$ cat src/rtl/sync_fifo_param.sv
// Parametrised single-clock FIFO with occupancy count, almost flags,
// overflow/underflow pulses and selectable first-word-fall-through reads.
module sync_fifo_param #(
  parameter int DATA_W    = 8,
  parameter int ADDR_W    = 3,
  parameter int AFULL_TH  = 6,
  parameter int AEMPTY_TH = 1,
  parameter int FWFT      = 0
) (
  input  logic              clk,
  input  logic              reset,
  input  logic              write_en,
  input  logic [DATA_W-1:0] data_in,
  input  logic              read_en,
  output logic [DATA_W-1:0] out,
  output logic              mem_full,
  output logic              mem_empty,
  output logic              almost_full,
  output logic              almost_empty,
  output logic [ADDR_W:0]   count,
  output logic              overflow,
  output logic              underflow
);

  localparam int DEPTH = 1 << ADDR_W;
  localparam logic [ADDR_W:0] AF_TH = AFULL_TH[ADDR_W:0];
  localparam logic [ADDR_W:0] AE_TH = AEMPTY_TH[ADDR_W:0];

  logic [DATA_W-1:0] mem [DEPTH];
  logic [ADDR_W:0]   wptr;
  logic [ADDR_W:0]   rptr;
  logic              wr_ok;
  logic              rd_ok;

  // Status is derived from registered pointers only.
  assign count = wptr - rptr;
  assign mem_empty = (wptr == rptr);
  assign mem_full =
    (wptr[ADDR_W-1:0] == rptr[ADDR_W-1:0]) &&
    (wptr[ADDR_W] != rptr[ADDR_W]);
  assign almost_full  = (count >= AF_TH);
  assign almost_empty = (count <= AE_TH);

  assign wr_ok = write_en && !mem_full;
  assign rd_ok = read_en && !mem_empty;

  always_ff @(posedge clk) begin
    if (wr_ok && !reset) begin
      mem[wptr[ADDR_W-1:0]] <= data_in;
    end
  end

  always_ff @(posedge clk) begin
    if (reset) begin
      wptr      <= '0;
      rptr      <= '0;
      overflow  <= 1'b0;
      underflow <= 1'b0;
    end else begin
      if (wr_ok) begin
        wptr <= wptr + 1'b1;
      end
      if (rd_ok) begin
        rptr <= rptr + 1'b1;
      end
      overflow  <= write_en && mem_full;
      underflow <= read_en && mem_empty;
    end
  end

  generate
    if (FWFT != 0) begin : g_fwft
      assign out = mem_empty ? '0 : mem[rptr[ADDR_W-1:0]];
    end else begin : g_reg
      logic [DATA_W-1:0] out_q;

      always_ff @(posedge clk) begin
        if (reset) begin
          out_q <= '0;
        end else if (rd_ok) begin
          out_q <= mem[rptr[ADDR_W-1:0]];
        end
      end

      assign out = out_q;
    end
  endgenerate

endmodule

$ cat config.mk
export PLATFORM = sky130hd
export DESIGN_NAME = sync_fifo_param
export DESIGN_NICKNAME = d
export VERILOG_FILES = /design/src/rtl/sync_fifo_param.sv
export SDC_FILE = /design/constraint.sdc
export NUM_CORES = 1
export LEC_CHECK = 0
export CAP_MARGIN = 20
export CORE_MARGIN = 2
export CORE_UTILIZATION = 45
export DETAILED_ROUTE_END_ITERATION = 16
export GPL_ROUTABILITY_DRIVEN = 0
export PLACE_DENSITY = 0.64
export SLEW_MARGIN = 20
export SYNTH_ARGS = -nofsm -noshare
export SYNTH_HDL_FRONTEND = slang
export SYNTH_SLANG_ARGS = --single-unit
$ cat constraint.sdc
create_clock -name clk -period 4.5 [get_ports clk]
set_input_delay 1.125 -clock clk [delete_from_list [all_inputs] [get_ports clk]]
set_output_delay 1.125 -clock clk [all_outputs]
set_load 0.005 [all_outputs]
-- After elaboration in Yosys (flattened, before gate mapping)
Memory sizes are Yosys's and may differ from the RTL's. A register that Yosys moved wholly into a read port is not among the register bits.
Cells that the tools add are included.
W data, S select, Z words.
- register bits after elaboration: 10
- bits in writable memories: 64
- output and inout bits: 18
- word-level logic and storage cells: 24
- memories: 1
- input port bits: 12
- memories (memory ; words ; width ; rd ports ; clocked after memory_dff ; wr ports ; line ; source):
    mem ; 8 ; 8 ; 1 ; 1 ; 1 ; 29 ; logic [DATA_W-1:0] mem [DEPTH];
- reduce and logical (&&, ||, !) cells: 9
- equal/unequal tests: 3
- add/subtract/negate cells: 3
- mux-type cells: 2
- $lt $le $gt $ge: 2
- operators by type and width (kind ; number):
    $add A4 B1 Y4 const B ; 2
    $logic_and A1 B1 Y1 ; 6
    $eq A4 B4 Y1 ; 1
    $ge A4 B3 Y1 const B ; 1
    $le A4 B1 Y1 const B ; 1
    $sub A4 B4 Y4 ; 1
    $eq A3 B3 Y1 ; 1
    $logic_not A1 Y1 ; 3
    $mux W1 ; 2
    $ne A1 B1 Y1 ; 1

-- Longest topological paths before layout
- word-level depth: 7
- depth in mapped cells: 9
- gate-level depth less buffers: 6

-- Worst setup path before layout
OpenSTA, ideal clock, no wires.
- kind: register to register
- from: register rptr[1]
- to: memory mem[0][0], enable pin
- cell stages (with the launch flop): 10
- path slack: 1.620 ns
- clock period less this slack: 2.880 ns
- arrival: 2.485 ns
- path buffers: 3
- path through: dfxtp_1 > buf_6 > buf_12 > buf_12 > inv_1 > ha_1 > and3_1 > nand2_1 > nand3_1 > nor4_1
- cells in the longest elaborated chain, start to end: 7
- RTL lines (what ; line ; source):
    start: declaration ; 31 ; logic [ADDR_W:0] rptr;
    start signal: assignment ; 64 ; rptr <= rptr + 1'b1;
    $eq A3 B3 Y1 ; 39 ; (wptr[ADDR_W-1:0] == rptr[ADDR_W-1:0]) &&
    $logic_and A1 B1 Y1 ; 39 ;
    $logic_not A1 Y1 ; 44 ; assign wr_ok = write_en && !mem_full;
    $logic_and A1 B1 Y1 ; 44 ;
    $logic_and A1 B1 Y1 ; 48 ; if (wr_ok && !reset) begin
    $mux W1 ; 48 ;
    $mux W1 (implied by the code) ; 49 ; mem[wptr[ADDR_W-1:0]] <= data_in;
    end: declaration ; 29 ;
Every way passes these cells.

-- Worst setup path in the final report
- from: register rptr[2]
- to: output port mem_full
- cells in the longest elaborated chain, start to end: 2
- RTL lines (what ; line ; source):
    $eq A3 B3 Y1 ; 39 ;
    $logic_and A1 B1 Y1 ; 39 ;
    end: declaration ; 16 ; output logic mem_full,
Every way passes these cells.

==> metrics.md <==
| Metric | Value |
|---|---|
| Outcome | finished, final reports clean |
| Dominant cell type by area after synthesis | sky130_fd_sc_hd__edfxtp_1 |
| End point of the most critical hold path | out[3] |
| R2r worst-path depth | 6 |
| Total overflow reported by the global router | 0 |
| Max-cap check violation count | 0 |
| Floorplan die height | 91.1 um |
| Leading register cell type out of synthesis | sky130_fd_sc_hd__edfxtp_1 |
| Crit Reg-Reg Startpoint | rptr[2] |
| Detailed-route wire length | 6.10 mm |
| Hold path startpoint | out[3] |
| Share of flip-flops with an asynchronous set or reset | 0% |
| Routed vias | 1934 |
| Kind of critical path | register to output pin |
| Starting DRT DRC Count | 166 |
| Share of final-layout standard cells stronger than drive strength 1 | 11.0% |
| Total half-perimeter wirelength after legalization and detailed placement | 4.04 mm |
| Number of antenna violations at the first check in global routing | 0 |
| Part of the total power dissipated in the clock network | 30.8% |
| H-tree level count | 3 |
| Cells after synthesis | 225 |
| CTS-repair resized insts | 0 |
| Highest achievable clock rate | 268 MHz |
| Warnings from Yosys | 0 |
| Switching part of the total power | 24.6% |
| First-pass GRT wire length | 9.92 mm |
| Largest net degree at the start of global routing | 29 |
| Via count of the first global-routing pass | 1867 |
| Relative slew slack | 35.7% |
| Number of cells on the worst hold path | 2 |
| I/O pin count | 30 |
| Antenna diode instance count | 0 |
| Post-synthesis instance area | 3410 sq um |
| Total power density per cell area | 412 nW/um^2 |
| Number of nets at the end of the flow | 277 |
| Number of slew-limit violations in the final report | 0 |
| Hold buffer count at CTS | 0 |
| Clock tree from TritonCTS | built |
| Setup bufs post-CTS | 0 |
| Horizontal die dimension | 91.1 um |
| Detailed-route wire length per cell | 16.8 um |
| Min Clock Period, post-route | 3.74 ns |
| Terminus of the critical flop-to-flop path | mem[0][5] |
| Crit path max fanout | 12 |
| Final TNS setup | 0 ns |
| Top cells by area, synth | sky130_fd_sc_hd__edfxtp_1 (56%), sky130_fd_sc_hd__dfxtp_1 (11%), sky130_fd_sc_hd__mux2i_1 (4.7%) |
| Syn_nets | 243 |
| Most numerous cell types in the synthesized netlist | sky130_fd_sc_hd__edfxtp_1 (64), sky130_fd_sc_hd__nor2_1 (21), sky130_fd_sc_hd__dfxtp_1 (18) |
| 1st-pass router iterations | 4 |
| Cts bufs inserted | 9 |
| Unrepaired setup endpoints after global routing | no |
| CORE AREA | 7290 sq um |
| Critical Path RT | 3.38 ns |
| Relative contribution of combinational cells to total power | 16.9% |
| Fin Clk Skew | 0.0137 ns |
| Number of enable-type register cells in the synthesized netlist | 64 |
| Endpoint arrival time on the critical path | 2.61 ns |
| Leading cell type by number of instances after synthesis | sky130_fd_sc_hd__edfxtp_1 |
| Number of buffers on the longest clock path | 2 |
| Initial Utilization | 46.8% |
| Insertion delay to the later sink of the worst-skew pair | 0.36 ns |
| Net switching power figure | 0.401 mW |
| Startpoint kind of the worst setup timing path | register |
| Register-to-register setup slack | 1.48 ns |
| Number of unique standard cell types used by synthesis | 39 |
| Slew at the pin closest to its max-slew limit | 0.957 ns |
| Hold/Removal Path Class | register to register |
| Master cell of the clock root buffer | sky130_fd_sc_hd__clkbuf_8 |
| Max IR drop VDD | 0.218 mV |
| Synthesis-stage register bit count | 82 |
| Clock sink count | 82 |
| Tcrit/Tclk final | 83.0% |
| Growth of design area from synthesis to finish | 16.2% |
| Leakage dissipation | 1.28 nW |
| Die area | 8300 sq um |
| Share of Yosys cell area claimed by the top area cell type | 56.3% |
| Relative contribution of sequential cells to total power | 52.3% |
| Hold violation total from the final report | 0 |
| Sequential fraction of the synthesis area | 66.8% |
| Number of vias per cell after detailed routing | 5.33 |
| Synthesized area divided by synthesized cell count | 15.2 sq um |
| Port buffer count | 29 |
| DRT antenna net count | 0 |
| Number of standard-cell rows in the floorplan | 31 |
| Endpoint kind of the worst setup timing path | output pin |
| Worst Hold Slack | 0.494 ns |
| Total DRC errors in the routed layout | 0 |
| Internal Power | 1.23 mW |
| Number of setup violations in the final report | 0 |
| Register clock-pin slew on the reported worst setup and hold paths | 0.08 ns |
| Combined global-route utilization of all metal layers | 16.1% |
power groups by stage:
stage	Combinational [mW]	Sequential, mW	Clock (mW)
finish	0.276	0.855	0.502
global route	0.301	0.859	0.546
CTS	0.278	0.855	0.510
detailed placement	0.277	0.873	0
global placement	0.274	0.872	0
floorplan	0.155	0.872	0
stage by stage:
| stage | power, mW | area (sq um) | setup slack (ns) | std cells | utilization [%] |
|---|---|---|---|---|---|
| finish | 1.63 | 3970 | 0.765 | 363 | 54.4 |
| floorplan | 1.03 | 3410 | 1.62 | 225 | - |
| detailed placement | 1.15 | 3780 | 1.13 | 347 | 51.9 |
| CTS | 1.64 | 3970 | 0.771 | 363 | 54.4 |
| global route | 1.71 | 3970 | 0.557 | 363 | 54.4 |
| global placement | 1.15 | 3780 | 1.19 | 347 | 51.9 |
area by class of cell:
class / instances / area (sq um)
Fill cell: 630 / 3320
Multi-Input combinational cell: 123 / 1020
Clock inverter: 6 / 57.6
Clock buffer: 10 / 128
Sequential cell: 82 / 2280
Tap cell: 99 / 124
Inverter: 9 / 33.8
Timing Repair Buffer: 34 / 328
cell families after synthesis:
family	after synthesis	synth area share, %
and+or+nand+nor	55	7.92
DFF	82	66.8
adders and majority gates	6	2.42
muxes	24	10.6
AOI/OAI and AO/OA	30	6.16
buffers and inverters	20	3.77
xor gates and xnor gates	8	2.27
sequential cells by signal, indices dropped and copies added (netlist names):
signal	flops
mem	64
out	8
rptr	4
wptr	4
overflow	1
underflow	1
worst max-delay path by stage:
stage | startpoint | end | slack (ns) | depth (start not counted)
2_1_floorplan | rptr[1] | mem[0][0] | 1.62 | 9
3_3_place_gp | rptr[2] | mem_full | 1.19 | 6
3_5_place_dp | rptr[2] | mem_full | 1.13 | 6
4_1_cts | rptr[2] | mem_full | 0.77 | 6
5_1_grt | rptr[2] | almost_full | 0.56 | 6
6_report | rptr[2] | mem_full | 0.76 | 6
metal layers:
metal / wire length (um) / vias to the layer above / global-route usage (%)
met3: 212 / 12 / 3.57
met1: 2720 / 955 / 21.0
met2: 3010 / 42 / 25.1
met4: 153 / 0 / 8.71
li1: - / 925 / -
met5: 0 / - / 0
cells in the final DEF (no fill, tap or decap), drive strengths merged, types with 2 or more instances in the layout:
cell type      instances
o22ai                  8
mux2i                 16
clkinv                 5
nand2                  7
clkbuf                10
and3                   2
o21ai                  4
edfxtp                64
a211oi                 9
nor3                  10
nor2                  21
xor2                   2
nand3                  5
buf                    5
clkdlybuf4s50         29
inv                    9
xnor2                  6
mux4                   8
a21oi                  6
ha                     5
nor4                   3
dfxtp                 18
o211ai                 2
nand2b                 2
critical path: stages, from the launching register on:
cell and delay, ns:
sky130_fd_sc_hd__dfxtp_1 0.68, sky130_fd_sc_hd__inv_1 0.15, sky130_fd_sc_hd__ha_1 0.38, sky130_fd_sc_hd__and3_1 0.31, sky130_fd_sc_hd__nand2_1 0.16, sky130_fd_sc_hd__inv_1 0.09
sky130_fd_sc_hd__clkdlybuf4s50_1 0.50
Power figures use the tool's default switching activity.
